File: src/rtl/out_port_ctrl.sv
// SAP-2 output-port sequencer for the OUT instruction: a parallel latched port
// with strobe/ack handshake (port 3) and a framed LSB-first serial port (port 4).
module out_port_ctrl #(
    parameter logic [7:0]  PORT3_ADDR  = 8'h03,
    parameter logic [7:0]  PORT4_ADDR  = 8'h04,
    parameter int unsigned BIT_DIV     = 4,
    parameter int unsigned ACK_TIMEOUT = 16
) (
    input  logic       iClk,
    input  logic       iReset,
    input  logic       iOutReq,
    input  logic [7:0] iPortAddr,
    input  logic [7:0] iData,
    input  logic       iPort3Ack,
    output logic       oBusy,
    output logic [7:0] oPort3Data,
    output logic       oPort3Strobe,
    output logic       oPort4Serial,
    output logic       oPort4Active,
    output logic       oAddrErr,
    output logic       oOverrun,
    output logic       oTimeout
);

    typedef enum logic [2:0] {
        IDLE,
        P3_WAIT,
        P4_START,
        P4_DATA,
        P4_STOP
    } state_e;

    localparam logic [7:0] DIV_LAST = 8'(BIT_DIV - 1);
    localparam logic [7:0] TMO_LAST = 8'(ACK_TIMEOUT - 1);

    state_e     state_q, state_d;
    logic [7:0] p3_data_q, p3_data_d;
    logic       strobe_q, strobe_d;
    logic       serial_q, serial_d;
    logic       active_q, active_d;
    logic       busy_q, busy_d;
    logic [7:0] shift_q, shift_d;
    logic [2:0] bit_cnt_q, bit_cnt_d;
    logic [7:0] div_q, div_d;
    logic [7:0] tmo_q, tmo_d;
    logic       addr_err_q, addr_err_d;
    logic       overrun_q, overrun_d;
    logic       timeout_q, timeout_d;

    logic div_wrap;
    assign div_wrap = (div_q == DIV_LAST);

    always_comb begin
        // NOTE: every _d gets a default here so no path through the case leaves a latch.
        state_d    = state_q;
        p3_data_d  = p3_data_q;
        strobe_d   = strobe_q;
        serial_d   = serial_q;
        active_d   = active_q;
        shift_d    = shift_q;
        bit_cnt_d  = bit_cnt_q;
        div_d      = div_q;
        tmo_d      = tmo_q;
        addr_err_d = 1'b0;
        overrun_d  = 1'b0;
        timeout_d  = 1'b0;

        // A request while any transfer is live, even on its final edge, is dropped undecoded.
        if (iOutReq && (state_q != IDLE)) begin
            overrun_d = 1'b1;
        end

        case (state_q)
            IDLE: begin
                if (iOutReq) begin
                    if (iPortAddr == PORT3_ADDR) begin
                        p3_data_d = iData;
                        strobe_d  = 1'b1;
                        tmo_d     = 8'd0;
                        state_d   = P3_WAIT;
                    end else if (iPortAddr == PORT4_ADDR) begin
                        shift_d   = iData;
                        bit_cnt_d = 3'd0;
                        div_d     = 8'd0;
                        serial_d  = 1'b0;
                        active_d  = 1'b1;
                        state_d   = P4_START;
                    end else begin
                        addr_err_d = 1'b1;
                    end
                end
            end

            P3_WAIT: begin
                if (iPort3Ack) begin
                    strobe_d = 1'b0;
                    state_d  = IDLE;
                end else if (tmo_q == TMO_LAST) begin
                    strobe_d  = 1'b0;
                    timeout_d = 1'b1;
                    state_d   = IDLE;
                end else begin
                    tmo_d = tmo_q + 8'd1;
                end
            end

            P4_START: begin
                if (div_wrap) begin
                    div_d     = 8'd0;
                    bit_cnt_d = 3'd0;
                    serial_d  = shift_q[0];
                    shift_d   = shift_q >> 1;
                    state_d   = P4_DATA;
                end else begin
                    div_d = div_q + 8'd1;
                end
            end

            P4_DATA: begin
                if (div_wrap) begin
                    div_d = 8'd0;
                    if (bit_cnt_q == 3'd7) begin
                        serial_d = 1'b1;
                        state_d  = P4_STOP;
                    end else begin
                        bit_cnt_d = bit_cnt_q + 3'd1;
                        serial_d  = shift_q[0];
                        shift_d   = shift_q >> 1;
                    end
                end else begin
                    div_d = div_q + 8'd1;
                end
            end

            P4_STOP: begin
                if (div_wrap) begin
                    div_d    = 8'd0;
                    serial_d = 1'b1;
                    active_d = 1'b0;
                    state_d  = IDLE;
                end else begin
                    div_d = div_q + 8'd1;
                end
            end

            default: begin
                state_d = IDLE;
            end
        endcase

        busy_d = (state_d != IDLE);
    end

    always_ff @(posedge iClk) begin
        // NOTE: non-blocking assignments so every register samples the pre-edge values.
        if (iReset) begin
            state_q    <= IDLE;
            p3_data_q  <= 8'd0;
            strobe_q   <= 1'b0;
            serial_q   <= 1'b1;
            active_q   <= 1'b0;
            busy_q     <= 1'b0;
            shift_q    <= 8'd0;
            bit_cnt_q  <= 3'd0;
            div_q      <= 8'd0;
            tmo_q      <= 8'd0;
            addr_err_q <= 1'b0;
            overrun_q  <= 1'b0;
            timeout_q  <= 1'b0;
        end else begin
            state_q    <= state_d;
            p3_data_q  <= p3_data_d;
            strobe_q   <= strobe_d;
            serial_q   <= serial_d;
            active_q   <= active_d;
            busy_q     <= busy_d;
            shift_q    <= shift_d;
            bit_cnt_q  <= bit_cnt_d;
            div_q      <= div_d;
            tmo_q      <= tmo_d;
            addr_err_q <= addr_err_d;
            overrun_q  <= overrun_d;
            timeout_q  <= timeout_d;
        end
    end

    assign oBusy        = busy_q;
    assign oPort3Data   = p3_data_q;
    assign oPort3Strobe = strobe_q;
    assign oPort4Serial = serial_q;
    assign oPort4Active = active_q;
    assign oAddrErr     = addr_err_q;
    assign oOverrun     = overrun_q;
    assign oTimeout     = timeout_q;

endmodule

File: config.mk
export PLATFORM = sky130hd
export DESIGN_NAME = out_port_ctrl
export DESIGN_NICKNAME = d
export VERILOG_FILES = /design/src/rtl/out_port_ctrl.sv
export SDC_FILE = /design/constraint.sdc
export NUM_CORES = 1
export LEC_CHECK = 0
export CORE_MARGIN = 3
export CORE_UTILIZATION = 30
export DETAILED_ROUTE_END_ITERATION = 7
export PLACE_DENSITY = 0.58
export SYNTH_ARGS = -nofsm -noshare
export SYNTH_HDL_FRONTEND = slang
export SYNTH_SLANG_ARGS = --single-unit
File: constraint.sdc
create_clock -name iClk -period 2.95 [get_ports iClk]
set_clock_uncertainty 0.2 [all_clocks]
set_input_delay 0.59 -clock iClk [delete_from_list [all_inputs] [get_ports iClk]]
set_output_delay 0.59 -clock iClk [all_outputs]
set_load 0.005 [all_outputs]
==> flow_summary.ini <==
[sta]
setup_ws_ns = 0.3583
tightest_slew_ns = 0.8851
grt_setup_unrepaired = false
fin_crit_ns = 2.592
setup_viol = 0
timing.final.crit_share_pct = 87.85
setup_tns_ns = 0
hold_viol = 0
slew_headroom_pct = 40.73
clock.fmax_mhz = 385.9
drv_slew = 0

[yosys]
async_flop_share_pct = 0
synth_edf_count = 0
synth_fp_nets = 285
yosysTopAreaCellShare_pct = 40.20
yosys_warnings = 0
syn_inst = 261
yosys-top-cells-area = dfxtp_1, mux2i_1, nand3_1, a21oi_1, nor2_1
yosysMostFrequentCell = dfxtp_1
synth_common_cells = dfxtp_1, nor2_1, nand2_1
synth.distinct_cells = 46
ys.flop_type = dfxtp_1
syn_area_per_cell_um2 = 8.586
synth_seq_cells = 45
netlist_area_mm2 = 0.002241
synth-seq-area-share_pct = 40.20
yosysTopAreaCell = dfxtp_1

[worst_setup_path]
crit_type = input port to register
cp_slowest_cell = or4_1
critPathCaptureType = register
reg2regPathDepth = 4
worst-path-buf-inv = 2
critPathMaxFanout = 12
worst_path_largest_cell_delay_ns = 0.55
path_cells = clkdlybuf4s50_1 > or3b_2 > or4_1 > buf_4 > nand3b_1 > nor3_1
required_ns = 2.93
critPathLaunch = iPortAddr[2]
r2r-start = div_q[1]
r2r-end = oPort4Serial
path_delay_family = simple AND/OR/NAND/NOR gates
crit_arrival_ns = 2.57
cp-start-kind = input port
r2r_slack_ns = 0.59

[final_layout]
finalNonFillerCells = 391
fin_nets = 318
n_antenna_cell = 0
drive_gt1_share_pct = 7.119
syn2layout_area_growth_pct = 24.06

[pwr]
powerDensity_mw_per_mm2 = 374.3
max-vdd-ir-drop_mv = 0.1911
power.leakage_nw = 1.024

[cts]
cts_tree = done
clkTransAtPathRegs_ns = 0.08
htreeDepth = 2
clk-insertion-delay-late_ns = 0.29
cts_resized = 0
root_buffer = clkbuf_8
numCtsBuffers = 5
cts_buffer_depth = 2
post_cts_buffers = 0
numClockSinks = 45
holdBufCountCts = 0

[outcome]
status = finished, final reports clean

[detailed_routing]
totalWireLength_um = 5283
viasPerCell = 5.136
dr.pass1.iters = 4
detail-route-antenna-nets = 0
drcViolationCount = 0
drt_iter0_markers = 106
avgRoutedWirePerCell_um = 13.51
dr_total_vias = 2008

[placed_design]
placed_cells = 383
gp_congestion = 0.7855
dp.final_hpwl_um = 3715
place_ws_ns = 0.08487
io_buffers = 34

[global_route]
antenna_found_initial = 0
track_usage_pct = 12.77
grt_pass1_vias = 1899
grt_max_degree = 37
grt_pass1_wl_um = 9025
grt_overflow = 0

[die]
chipHeight_um = 92.43
initial_utilization_pct = 31.93
rows = 30
die_w_um = 92.43
core_area_mm2 = 0.007019
io_pins = 35
die_area_mm2 = 0.008542

[flow_run]
cap_violations = 0

[worst_hold_path]
hold_path_end = shift_q[7]
hold_class = register to register
worstHoldPathCells = 2
min_from = shift_q[7]
worst max path at each step:
stage | end | slack, ns | cells past startpoint
2_1_floorplan | bit_cnt_q[0] | 0.67 | 6
3_3_place_gp | div_q[0] | 0.11 | 6
3_5_place_dp | div_q[0] | 0.08 | 6
4_1_cts | div_q[0] | 0.39 | 6
5_1_grt | div_q[0] | 0.30 | 6
6_report | div_q[0] | 0.36 | 6
cells in the final DEF (no fill, tap or decap), drive strengths merged, types with 6 or more instances in the layout:
master and instances:
a21oi 19, a311oi 7, nand4 6, nand3 20, clkdlybuf4s50 34, clkbuf 6, nand2 21, dfxtp 45
mux2i 13, nor3 15, nor2 22, buf 8
metal layers:
layer / wire length [um] / up-vias / track usage [%]
li1: - / 1036 / -
met1: 2630 / 910 / 17.48
met2: 2243 / 54 / 19.52
met3: 318 / 8 / 3.006
met4: 91 / 0 / 4.579
met5: 0 / - / 0
final cells by class:
type	instances	area (um2)
fillers	743	4239
multi-input cells	198	1256
flip-flops and latches	45	900.9
repair buffers	42	412.9
well taps	96	120.1
clock buffers	6	72.57
clock inverters	2	10.01
inverters	2	7.507
worst min-delay path, cell delays in order (launching register included):
cell and delay (ns):
dfxtp_1 0.31, nand3_1 0.07, a21oi_1 0.05
state kept, by name, indices dropped and copies added (netlist names), 3 cells and up:
name        flops
shift_q         8
tmo_q           8
oPort3Data      8
bit_cnt_q       3
state_q         3
div_q           8
power by group:
group / internal [mW] / switching, mW / total, mW
Combinational: 0.0365 / 0.0276 / 0.0640
Clock: 0.164 / 0.203 / 0.368
Sequential: 0.608 / 0.000654 / 0.609
Total: 0.809 / 0.232 / 1.04
metrics by stage:
step           power, mW  instance area (um2)  hold WS [ns]  utilization (%)
6_report           1.041                 2780        0.2763            39.61
4_1_cts            1.061                 2780        0.2780            39.61
3_5_place_dp      0.6879                 2698        0.2643            38.43
2_1_floorplan     0.6479                 2241        0.2438                -
5_1_grt            1.095                 2780        0.3122            39.61
3_3_place_gp      0.6875                 2698        0.2566            38.43
logic make-up (layout without fill, tap and decap cells):
| group | count (synthesis) | count (layout) | share of synthesized area (%) |
|---|---|---|---|
| buffers and inverters | 18 | 52 | 3.741 |
| adders and majority gates | 4 | 4 | 2.233 |
| DFF | 45 | 45 | 40.20 |
| AOI/OAI and AO/OA | 46 | 46 | 13.57 |
| muxes | 13 | 13 | 5.807 |
| xor gates and xnor gates | 5 | 5 | 1.955 |
| and+or+nand+nor | 130 | 130 | 32.50 |
Power figures use the tool's default switching activity.
